===== src/rtl/id_ex_pipe.sv =====
// ID/EX pipeline register with load-use hazard detection.
// It captures decoder controls and operands from ID, resolves the destination
// register, and inserts a bubble on a load-use hazard or a flush. A freeze
// input holds the whole register.
module id_ex_pipe #(
    parameter int CNT_W = 16
) (
    input  logic             clk,
    input  logic             rst,
    input  logic             hold,
    input  logic             flush,
    input  logic             id_valid,
    input  logic [1:0]       id_RegDst,
    input  logic [1:0]       id_ToReg,
    input  logic [1:0]       id_ALUSrc,
    input  logic             id_RFWr,
    input  logic             id_ALUSrc0,
    input  logic [4:0]       id_ALUOp,
    input  logic [1:0]       id_DMWr,
    input  logic [2:0]       id_DMRe,
    input  logic [31:0]      id_pc4,
    input  logic [31:0]      id_rd1,
    input  logic [31:0]      id_rd2,
    input  logic [31:0]      id_imm,
    input  logic [4:0]       id_rs,
    input  logic [4:0]       id_rt,
    input  logic [4:0]       id_rd,
    input  logic [4:0]       id_shamt,
    output logic             ex_valid,
    output logic [1:0]       ex_RegDst,
    output logic [1:0]       ex_ToReg,
    output logic [1:0]       ex_ALUSrc,
    output logic             ex_RFWr,
    output logic             ex_ALUSrc0,
    output logic [4:0]       ex_ALUOp,
    output logic [1:0]       ex_DMWr,
    output logic [2:0]       ex_DMRe,
    output logic [31:0]      ex_pc4,
    output logic [31:0]      ex_rd1,
    output logic [31:0]      ex_rd2,
    output logic [31:0]      ex_imm,
    output logic [4:0]       ex_rs,
    output logic [4:0]       ex_rt,
    output logic [4:0]       ex_rd,
    output logic [4:0]       ex_shamt,
    output logic [4:0]       ex_wreg,
    output logic             stall,
    output logic [CNT_W-1:0] bubble_cnt
);

    // Decoder encodings shared with the control unit.
    localparam logic [1:0] RD_RT    = 2'b00;
    localparam logic [1:0] RD_RD    = 2'b01;
    localparam logic [1:0] RD_RA    = 2'b10;
    localparam logic [1:0] DMWR_NOP = 2'b00;
    localparam logic [2:0] DMRE_NOP = 3'b000;
    localparam logic [4:0] ALU_NOP  = 5'b00000;

    typedef struct packed {
        logic        valid;
        logic [1:0]  reg_dst;
        logic [1:0]  to_reg;
        logic [1:0]  alu_src;
        logic        rf_wr;
        logic        alu_src0;
        logic [4:0]  alu_op;
        logic [1:0]  dm_wr;
        logic [2:0]  dm_re;
        logic [31:0] pc4;
        logic [31:0] rd1;
        logic [31:0] rd2;
        logic [31:0] imm;
        logic [4:0]  rs;
        logic [4:0]  rt;
        logic [4:0]  rd;
        logic [4:0]  shamt;
        logic [4:0]  wreg;
    } ex_t;

    // Bubble: no side effects, data fields cleared so the stage is deterministic.
    function automatic ex_t bubble();
        ex_t b;
        b        = '0;
        b.dm_wr  = DMWR_NOP;
        b.dm_re  = DMRE_NOP;
        b.alu_op = ALU_NOP;
        return b;
    endfunction

    ex_t              ex_d, ex_q;
    logic [CNT_W-1:0] cnt_d, cnt_q;
    logic [4:0]       wreg_res;

    // Resolve the destination register from the RegDst selector.
    always_comb begin
        unique case (id_RegDst)
            RD_RT:   wreg_res = id_rt;
            RD_RD:   wreg_res = id_rd;
            RD_RA:   wreg_res = 5'd31;
            default: wreg_res = 5'd0;
        endcase
    end

    // Load-use hazard: a load in EX writes a register that ID reads (rt compared conservatively).
    always_comb begin
        stall = ex_q.valid && ex_q.rf_wr && (ex_q.dm_re != DMRE_NOP) && (ex_q.wreg != 5'd0)
                && id_valid && ((ex_q.wreg == id_rs) || (ex_q.wreg == id_rt));
    end

    // Next-state: hold > flush > stall > capture.
    always_comb begin
        // NOTE: defaults first so every path assigns ex_d/cnt_d and no latch is inferred.
        ex_d  = ex_q;
        cnt_d = cnt_q;
        if (hold) begin
            ex_d  = ex_q;
        end else if (flush) begin
            ex_d  = bubble();
        end else if (stall) begin
            ex_d  = bubble();
            if (cnt_q != {CNT_W{1'b1}}) begin
                cnt_d = cnt_q + 1'b1;
            end
        end else begin
            ex_d.valid    = id_valid;
            ex_d.reg_dst  = id_RegDst;
            ex_d.to_reg   = id_ToReg;
            ex_d.alu_src  = id_ALUSrc;
            ex_d.rf_wr    = id_valid ? id_RFWr : 1'b0;
            ex_d.alu_src0 = id_ALUSrc0;
            ex_d.alu_op   = id_ALUOp;
            ex_d.dm_wr    = id_valid ? id_DMWr : DMWR_NOP;
            ex_d.dm_re    = id_valid ? id_DMRe : DMRE_NOP;
            ex_d.pc4      = id_pc4;
            ex_d.rd1      = id_rd1;
            ex_d.rd2      = id_rd2;
            ex_d.imm      = id_imm;
            ex_d.rs       = id_rs;
            ex_d.rt       = id_rt;
            ex_d.rd       = id_rd;
            ex_d.shamt    = id_shamt;
            ex_d.wreg     = wreg_res;
        end
    end

    // State register; reset loads a bubble without waiting for a clock.
    always_ff @(posedge clk or posedge rst) begin
        // NOTE: non-blocking assignments keep all flops sampling pre-edge values.
        if (rst) begin
            ex_q  <= bubble();
            cnt_q <= '0;
        end else begin
            ex_q  <= ex_d;
            cnt_q <= cnt_d;
        end
    end

    // Output mapping.
    always_comb begin
        ex_valid   = ex_q.valid;
        ex_RegDst  = ex_q.reg_dst;
        ex_ToReg   = ex_q.to_reg;
        ex_ALUSrc  = ex_q.alu_src;
        ex_RFWr    = ex_q.rf_wr;
        ex_ALUSrc0 = ex_q.alu_src0;
        ex_ALUOp   = ex_q.alu_op;
        ex_DMWr    = ex_q.dm_wr;
        ex_DMRe    = ex_q.dm_re;
        ex_pc4     = ex_q.pc4;
        ex_rd1     = ex_q.rd1;
        ex_rd2     = ex_q.rd2;
        ex_imm     = ex_q.imm;
        ex_rs      = ex_q.rs;
        ex_rt      = ex_q.rt;
        ex_rd      = ex_q.rd;
        ex_shamt   = ex_q.shamt;
        ex_wreg    = ex_q.wreg;
        bubble_cnt = cnt_q;
    end

endmodule


===== config.mk =====
export PLATFORM = sky130hd
export DESIGN_NAME = id_ex_pipe
export DESIGN_NICKNAME = d
export VERILOG_FILES = /design/src/rtl/id_ex_pipe.sv
export SDC_FILE = /design/constraint.sdc
export NUM_CORES = 1
export LEC_CHECK = 0
export BUFFER_PORTS_ARGS = -buffer_cell sky130_fd_sc_hd__buf_4
export CAP_MARGIN = 20
export CORE_AREA = 2 2 138 140
export DETAILED_ROUTE_END_ITERATION = 8
export DIE_AREA = 0 0 140 142
export PLACE_DENSITY = 0.71
export SYNTH_ARGS = -nofsm -noshare
export SYNTH_HDL_FRONTEND = slang
export SYNTH_SLANG_ARGS = --single-unit

===== constraint.sdc =====
create_clock -name clk -period 8.6 [get_ports clk]
set_input_delay 1.72 -clock clk [delete_from_list [all_inputs] [get_ports clk]]
set_output_delay 1.72 -clock clk [all_outputs]
set_load 0.01 [all_outputs]

==> results.toml, run 1 <==
[grt]
grt_pass1_wl_um = 34400
gr-usage-met1_pct = 27.5
busiest_layer = "met2"
grt_max_degree = 120
grt_antenna_before_repair = 2
grt_pass1_vias = 6061
grt_usage_pct = 22.2
gr-usage-met2_pct = 35.2
grt_remaining_overflow = 0
grt_use_met3_pct = 8.34

[logic_synthesis]
yosysUniqueCellTypes = 31
ys_seq_area_share_pct = 63.6
synth_area_leaders = "dfrtp_1, a32o_1, buf_6"
syn-mean-instance-area_um2 = 14.3
ys_warn_count = 0
synth-simple-area-share_pct = 4.84
postSynthCellCount = 519
yosys.area_share.adder_pct = 0.169
synth_edf_count = 0
synth-seq-cells = 188
synth_top_area_cell = "dfrtp_1"
yosysMostFrequentCell = "dfrtp_1"
synth_nets = 691
synth_top_area_share_pct = 63.6
yosys_most_used_dff = "dfrtp_1"
synth_xor_area_share_pct = 2.96
synth_compound_area_share_pct = 23.6
synth_top_family_by_area = "compound AO/OA/AOI/OAI gates"
synth_common_cells = "dfrtp_1, a32o_1, clkbuf_1"
synthArstFlopShare_pct = 100
synthMuxAreaShare_pct = 0.152
mappedNetlistArea_um2 = 7400

[clock_tree]
clk_pin_slew_ns = 0.08
cts_buffer_depth = 2
clkLatencyLatePin_ns = 0.43
cts_setup_buffers = 0
clock_sinks = 188
cts_tree = "yes"
ctsResizeCount = 0
cts_hold_buffers = 0
cts_root_buf = "clkbuf_16"
ctsHtreeMaxLevel = 4
numCtsBuffers = 17

[worst_hold_path]
hp-start = "ex_rd1[15]$_DFFE_PP0N_"
holdPathEnd = "ex_rd1[15]$_DFFE_PP0N_"
hp-class = "reg2reg"
min_path_cells = 1

[route]
num_vias = 6103
ant_nets = 0
wl_per_cell_um = 20.8
wirelength_um = 22700
drc = 19
vias_per_cell = 5.58
drt_iter0_markers = 590
first_pass_iters = 8

[critical_path]
reg2reg_depth = 5
endpoint_kind = "output pin"
crit_fanout = 80
cp_data_arrival_time_ns = 3.54
rrSetupSlack_ns = 5.12
reg2reg_to = "ex_rd[3]$_DFFE_PP0N_"
worstPathCellList = "buf_4 > xor2_1 > nor2_1 > a22oi_2 > or2_4 > inv_1 > buf_4"
startpoint_type = "primary input"
crit_type = "in2out"
critPathSlowestCell = "or2_4"
worstReg2RegStart = "ex_wreg[1]$_DFFE_PP0N_"
cp.required_ns = 6.88
critical_path.most_common_cell = "buf_4"
cp_slowest_stage_delay_ns = 0.81

[floorplan]
core_area_um2 = 18500
die_w_um = 140
fp-row-count = 50
dieArea_um2 = 19900
die_h_um = 142
initial_core_util_pct = 40.1
io_pins = 360

[timing]
setup_viol = 0
max_freq_ghz = 0.190
period_minus_slack_ns = 5.26
worstMarginPinSlew_ns = 1.16
slew_viol_final = 0
rsz0062_at_grt = "false"
whs_ns = 0.492
max_slew_margin_pct = 22.7
finalHoldViolCount = 0
finalClockSkew_ns = 0.0110
period_share_pct = 61.1
fin_setup_tns_ns = 0

[placed_design]
io_buffers = 359
place_hpwl_um = 15200
place_congestion = 0.785

[flow_run]
maxCapViolations = 0

[layout]
fin_nets = 1017
multiInputGateArea_um2 = 2360
final-seq-area_um2 = 4700
fillCellCount = 1544
final_layout_size_suffix_gt1_share_pct = 47.1
area_delta_synth_final_pct = 44.9

[power]
powerDensity_nw_per_um2 = 199
power.leakage_nw = 5.21
ir_drop_v = 0.000131

[status]
status = "finished, violations left"
violations = "DRC"
[metal layers]
layer,share of wire (%),vias up
met1,37,3074
li1,-,2736
met3,9.9,34
met4,2.6,0
met2,50,259
met5,0,-
[critical path: cells and delay by family]
family | cells | cell delay, ns
buffers and inverters | 3 | 0.38
and+or+nand+nor | 2 | 0.91
AOI/OAI and AO/OA | 1 | 0.37
xor gates and xnor gates | 1 | 0.12
[power breakdown]
part | internal (mW) | switching, mW | total, mW
sequential | 0.946 | 0.0404 | 0.986
combinational | 0.176 | 0.145 | 0.321
clock | 0.466 | 0.362 | 0.828
[per-stage QoR]
step / utilization (%) / setup WS [ns] / cell area, um^2 / power [mW] / std cells
3_5_place_dp: 54.8 / 3.34 / 10100 / 1.33 / 1060
6_report: 58.1 / 3.34 / 10700 / 2.14 / 1093
5_1_grt: 58.1 / 3.17 / 10700 / 2.22 / 1093
3_3_place_gp: 54.8 / 3.33 / 10100 / 1.32 / 1060
4_1_cts: 58.1 / 3.34 / 10700 / 2.16 / 1091
2_1_floorplan: - / 1.77 / 7400 / 1.13 / 519
[flip-flops by register name, indices dropped and copies added (netlist names)]
name and flops:
ex_rt 5, ex_ALUSrc0 1, ex_rd 5, ex_valid 1
ex_pc4 32, ex_shamt 5, ex_DMRe 3, ex_ALUOp 5
ex_ALUSrc 2, ex_rd1 32, ex_imm 32, ex_RegDst 2
ex_DMWr 2, bubble_cnt 16, ex_ToReg 2, ex_RFWr 1
ex_rs 5, ex_wreg 5, ex_rd2 32
[placed cells by master, fill, tap and decap left out, types with 2 or more instances in the layout]
| cell | netlist | routed |
|---|---|---|
| dfrtp_1 | 188 | 188 |
| o21ai_1 | 7 | 7 |
| buf_4 | 1 | 364 |
| diode_2 | 0 | 2 |
| clkbuf_16 | 0 | 17 |
| nand3_1 | 9 | 9 |
| and4_1 | 2 | 2 |
| bufinv_16 | 0 | 3 |
| inv_6 | 0 | 3 |
| nor3_1 | 4 | 4 |
| nor2_1 | 10 | 9 |
| xor2_1 | 12 | 12 |
| and3_1 | 4 | 4 |
| inv_8 | 0 | 4 |
| clkinvlp_4 | 0 | 2 |
| inv_1 | 3 | 2 |
| nand2b_1 | 6 | 6 |
| clkinv_4 | 0 | 2 |
| a32o_1 | 165 | 165 |
| nand4_1 | 5 | 5 |
| nand2_1 | 17 | 17 |
| nor4_2 | 2 | 2 |
| xnor2_1 | 13 | 13 |
| o21ai_0 | 5 | 5 |
[final cells by class]
cell class,count,share of cell area [%]
inverter,3,0.175
multi-input combinational,271,22.0
tap,234,2.73
sequential,188,43.9
clock buffer,18,4.00
clock inverter,13,1.70
timing repair buffer,364,25.5
antenna,2,0.0467
[worst max-delay path by stage]
stage | startpoint | end | slack (ns) | cells after the start
after floorplan | rst | bubble_cnt[0]$_DFFE_PP0P_ | 1.77 | 1
after global placement | id_rs[3] | stall | 3.33 | 7
after detailed placement | id_rs[3] | stall | 3.34 | 7
after CTS | id_rs[3] | stall | 3.34 | 7
after global routing | id_rs[1] | stall | 3.17 | 7
final | id_rs[3] | stall | 3.34 | 7
[logic make-up after synthesis]
kind of cell	Yosys count
flip-flops	188
AO/OA/AOI/OAI	180
AND/OR/NAND/NOR	64
buffers and inverters	60
XOR/XNOR	25
multiplexers	1
adder cells (fa/ha/maj)	1
No activity file was read; power rests on OpenSTA's default activity.
==> run 2, diff against run 1 <==
--- a/config.mk
+++ b/config.mk
@@ -7,10 +7,10 @@
 export LEC_CHECK = 0
 export BUFFER_PORTS_ARGS = -buffer_cell sky130_fd_sc_hd__buf_4
 export CAP_MARGIN = 20
-export CORE_AREA = 2 2 138 140
+export CORE_AREA = 2 2 140 142
 export DETAILED_ROUTE_END_ITERATION = 8
-export DIE_AREA = 0 0 140 142
-export PLACE_DENSITY = 0.71
+export DIE_AREA = 0 0 142 144
+export PLACE_DENSITY = 0.72
 export SYNTH_ARGS = -nofsm -noshare
 export SYNTH_HDL_FRONTEND = slang
 export SYNTH_SLANG_ARGS = --single-unit
==> constraint.sdc (replaced) <==
create_clock -name clk -period 4.63 [get_ports clk]
set_input_delay 0.926 -clock clk [delete_from_list [all_inputs] [get_ports clk]]
set_output_delay 0.926 -clock clk [all_outputs]
set_load 0.01 [all_outputs]
==> run 2 against run 1 <==
Effect of this change: the flow now finishes without violations; sequential share of layout area down 0.40 points; clock power up 100%; largest power group unchanged; combinational power up 86%; clock-buffer cell count down 1; worst hold slack worse by 0.0019 ns; critical path depth unchanged; sequential cell count unchanged.
==> results.toml, run 2 (synthesized netlist as in run 1, its figures left out) <==
[status]
status = "finished, final reports clean"

[layout]
area_delta_synth_final_pct = 46.2
fin_nets = 1019
finalInstanceArea_um2 = 10800
mostFrequentLayoutCell = "buf_4"
final-seq-area_um2 = 4700
antennaDiodeCount = 0
final_layout_size_suffix_gt1_share_pct = 47.3
layout_common_cells = "buf_4, dfrtp_1, a32o_1"
multiInputGateArea_um2 = 2360
fillCellCount = 1568
final_util_pct = 56.7

[timing]
period_minus_slack_ns = 3.09
period_share_pct = 66.6
max_slew_margin_pct = 38.0
setup_viol = 0
slew_viol_final = 0
whs_ns = 0.490
max_freq_ghz = 0.324
worstMarginPinSlew_ns = 0.929
finalClockSkew_ns = 0.0111
fin_setup_tns_ns = 0
rsz0062_at_grt = "false"
finalHoldViolCount = 0

[floorplan]
core_area_um2 = 19100
die_w_um = 142
die_h_um = 144
initial_core_util_pct = 38.8
fp-row-count = 51
io_pins = 360
dieArea_um2 = 20400

[power]
power.leakage_nw = 5.26
powerDensity_nw_per_um2 = 377
ir_drop_v = 0.000239
p_total_mw = 4.08

[route]
drc = 0
num_vias = 6168
drt_iter0_markers = 388
ant_nets = 0
wirelength_um = 21900
first_pass_iters = 5
wl_per_cell_um = 20.0
vias_per_cell = 5.63

[clock_tree]
cts_root_buf = "clkbuf_16"
ctsResizeCount = 0
cts_buffer_depth = 2
cts_setup_buffers = 0
numCtsBuffers = 17
clkLatencyLatePin_ns = 0.43
cts_tree = "yes"
clock_sinks = 188
cts_hold_buffers = 0
clk_pin_slew_ns = 0.07
ctsHtreeMaxLevel = 4

[placed_design]
io_buffers = 359
place_congestion = 0.761
place_hpwl_um = 14700
placed_cell_area_um2 = 10200

[flow_run]
maxCapViolations = 0

[critical_path]
endpoint_kind = "output pin"
critical_path.most_common_cell = "buf_4"
critPathSlowestCell = "nor3_1"
startpoint_type = "primary input"
crit_type = "in2out"
worstPathCellList = "buf_4 > xor2_1 > nor3_1 > a22oi_2 > or2_4 > inv_1 > buf_4"
cp_slowest_stage_delay_ns = 0.31
crit_fanout = 5
cp_data_arrival_time_ns = 2.16
cp.required_ns = 3.70

[grt]
grt_usage_pct = 20.6
grt_remaining_overflow = 0
grt_antenna_before_repair = 0
grt_pass1_vias = 6005
grt_max_degree = 167
grt_pass1_wl_um = 33200

[worst_hold_path]
hp-class = "reg2reg"
run 2: changes by cell type in the layout (fill, tap and decap cells not counted):
cell	change
inv_6	+1
clkinv_2	+1
buf_12	+3
clkinvlp_4	+1
buf_4	-1
clkinv_4	-2
bufinv_16	+3
clkbuf_1	-1
inv_8	-4
diode_2	-2
run 2: area by class of cell:
type	count	area share (%)
timing repair buffer	366	25.7
tap	238	2.75
inverter	3	0.139
sequential	188	43.5
clock buffer	17	3.93
clock inverter	13	2.17
multi-input combinational	271	21.8
run 2: worst max-delay path: cells and delay by family:
kind	cells	cell delay, ns
AOI/OAI and AO/OA	1	0.17
and+or+nand+nor	2	0.62
xor gates and xnor gates	1	0.13
buffers and inverters	3	0.31
run 2: layer usage:
metal	wire, um	global-route usage (%)	vias to the layer above
li1	-	-	2742
met5	0	0	-
met1	8610	26.0	3150
met4	420	6.00	0
met3	1760	7.02	22
met2	11100	33.7	254
run 2: final timing paths:
check	startpoint	to	slack (ns)	depth (start not counted)
max	id_rt[2]	stall	1.54	7
min	ex_ALUSrc[1]$_DFFE_PP0N_	ex_ALUSrc[1]$_DFFE_PP0N_	0.49	1
max reg2reg	ex_wreg[2]$_DFFE_PP0N_	ex_RegDst[0]$_DFFE_PP0N_	2.11	5
min reg2reg	ex_ALUSrc[1]$_DFFE_PP0N_	ex_ALUSrc[1]$_DFFE_PP0N_	0.49	1
max in group asynchronous	rst	ex_rd2[6]$_DFFE_PP0N_	2.94	4
min in group asynchronous	rst	ex_pc4[19]$_DFFE_PP0N_	0.64	3
run 2: where the power goes:
| part | switching, mW | internal, mW |
|---|---|---|
| registers | 0.0727 | 1.76 |
| logic | 0.267 | 0.330 |
| clock network | 0.642 | 1.01 |
run 2: metrics by stage:
step	std cells	worst slack [ns]
3_5_place_dp	1066	1.56
5_1_grt	1096	1.47
4_1_cts	1096	1.56
6_report	1096	1.54
2_1_floorplan	519	1.28
3_3_place_gp	1066	1.58
==> run 3, diff against run 2 <==
==> constraint.sdc (replaced) <==
create_clock -name clk -period 2.6 [get_ports clk]
set_input_delay 0.52 -clock clk [delete_from_list [all_inputs] [get_ports clk]]
set_output_delay 0.52 -clock clk [all_outputs]
set_load 0.01 [all_outputs]
==> run 3 against run 2 <==
Effect of this change: clock-buffer cell count rose by 3; power is 66% higher; clock power increased by 48%; clock skew rose by 0.0063 ns; setup slack worse by 1.4 ns; combinational power rose by 81%; first-iteration DRC count is 7.2% higher; final cell count grew 0.73%; critical path depth decreased by 2; non-clock buffer count increased by 6.
==> results.toml, run 3 (synthesized netlist as in run 1, its figures left out) <==
[layout]
mostFrequentLayoutCell = "buf_4"
finalInstanceArea_um2 = 10800
antennaDiodeCount = 0
layout_common_cells = "buf_4, dfrtp_1, a32o_1"
final_layout_size_suffix_gt1_share_pct = 48.2
fillCellCount = 1598
area_delta_synth_final_pct = 46.3
fin_nets = 1025
final_util_pct = 56.7

[grt]
grt_usage_pct = 20.2
gr-usage-met1_pct = 26.4
grt_pass1_vias = 5993
grt_antenna_before_repair = 0
busiest_layer = "met2"
grt_use_met3_pct = 6.29
gr-usage-met2_pct = 32.0
grt_remaining_overflow = 0
grt_max_degree = 180
grt_pass1_wl_um = 32600

[timing]
max_freq_ghz = 0.400
max_slew_margin_pct = 40.2
whs_ns = 0.167
slew_viol_final = 0
finalClockSkew_ns = 0.0175
finalHoldViolCount = 0
setup_viol = 0
worstMarginPinSlew_ns = 0.896
period_share_pct = 96.0
rsz0062_at_grt = "false"
period_minus_slack_ns = 2.50

[clock_tree]
cts_buffer_depth = 2
numCtsBuffers = 17
clkLatencyLatePin_ns = 0.43
cts_tree = "yes"
clock_sinks = 188
cts_hold_buffers = 0
ctsHtreeMaxLevel = 4
clk_pin_slew_ns = 0.08
cts_root_buf = "clkbuf_16"

[floorplan]
die_w_um = 142
core_area_um2 = 19100
initial_core_util_pct = 38.8
io_pins = 360
dieArea_um2 = 20400
fp-row-count = 51
die_h_um = 144

[route]
drt_iter0_markers = 416
wirelength_um = 21700
first_pass_iters = 5
num_vias = 6207
drc = 0
wl_per_cell_um = 19.6
ant_nets = 0
vias_per_cell = 5.62

[flow_run]
maxCapViolations = 0

[critical_path]
startpoint_type = "register"
crit_type = "reg2out"
crit_fanout = 5
cp.required_ns = 2.08
endpoint_kind = "output pin"
worstReg2RegStart = "ex_wreg[1]$_DFFE_PP0N_"
startpoint = "ex_wreg[1]$_DFFE_PP0N_"
reg2reg_depth = 6
cp_data_arrival_time_ns = 1.98

[placed_design]
placed_cell_area_um2 = 10200
io_buffers = 359
place_congestion = 0.813
place_hpwl_um = 14700

[power]
power.leakage_nw = 5.24
p_sw_share_pct = 26.3
ir_drop_v = 0.000422
clockPowerShare_pct = 36.2
p_int_mw = 5.01
powerDensity_nw_per_um2 = 628
pwr-share-seq_pct = 48.0
power_switching_mw = 1.78
combPwrFrac_pct = 15.8

[worst_hold_path]
hp-class = "in2async"

[status]
status = "finished, final reports clean"
[run 3: cell count changes in the layout (fill, tap and decap cells not counted), sizes merged]
cell	change
buf	+6
bufinv	-6
clkbuf	+3
clkinvlp	+4
inv	+1
[run 3: worst paths after layout]
check,slack (ns),endpoint
worst max-delay path,0.10,stall
worst min-delay path,0.17,ex_pc4[19]$_DFFE_PP0N_
worst max register to register,0.50,ex_DMWr[0]$_DFFE_PP0N_
worst min register to register,0.49,ex_rd2[30]$_DFFE_PP0N_
max in group asynchronous,1.95,ex_imm[4]$_DFFE_PP0N_
min in group clk,0.33,ex_rd1[30]$_DFFE_PP0N_
[run 3: power by group through the flow]
stage | Clock, mW | Combinational, mW | Sequential (mW)
2_1_floorplan | 0 | 0.334 | 3.40
3_3_place_gp | 0 | 1.07 | 3.31
3_5_place_dp | 0 | 1.09 | 3.31
4_1_cts | 2.52 | 1.09 | 3.26
5_1_grt | 2.63 | 1.16 | 3.28
6_report | 2.46 | 1.08 | 3.26
[run 3: final cells by class]
type                       instances  area (um^2)  area share (%)
sequential                       188         4710            43.5
timing repair buffer             372         2880            26.6
multi-input combinational        271         2370            21.9
clock buffer                      20          447            4.13
tap                              238          298            2.75
clock inverter                    12          108           0.994
inverter                           3         15.0           0.139
[run 3: critical path: stages (launching register included)]
cell and delay, ns:
dfrtp_2 0.45, or4_4 0.57, o21ai_4 0.17, or2_4 0.17
inv_1 0.06, buf_4 0.14
[run 3: per-layer routing]
layer | up-vias | routed length [um]
met5 | - | 0
li1 | 2751 | -
met3 | 31 | 1690
met2 | 267 | 10800
met4 | 0 | 463
met1 | 3158 | 8720
[run 3: repair_timing]
item	in CTS	in global routing
resized for setup	0	5
endpoints found under the setup margin	1	1
pin swaps	1	1
buffers inserted	1	1
[run 3: per-stage QoR]
| stage | total power [mW] | TNS, ns | worst slack (ns) | std cells |
|---|---|---|---|---|
| global route | 7.07 | 0 | 0.0116 | 1104 |
| finish | 6.79 | 0 | 0.103 | 1104 |
| floorplan | 3.73 | -64.01 | -0.340 | 519 |
| detailed placement | 4.40 | 0 | 0.351 | 1070 |
| global placement | 4.38 | 0 | 0.366 | 1070 |
| CTS | 6.87 | 0 | 0.0142 | 1103 |
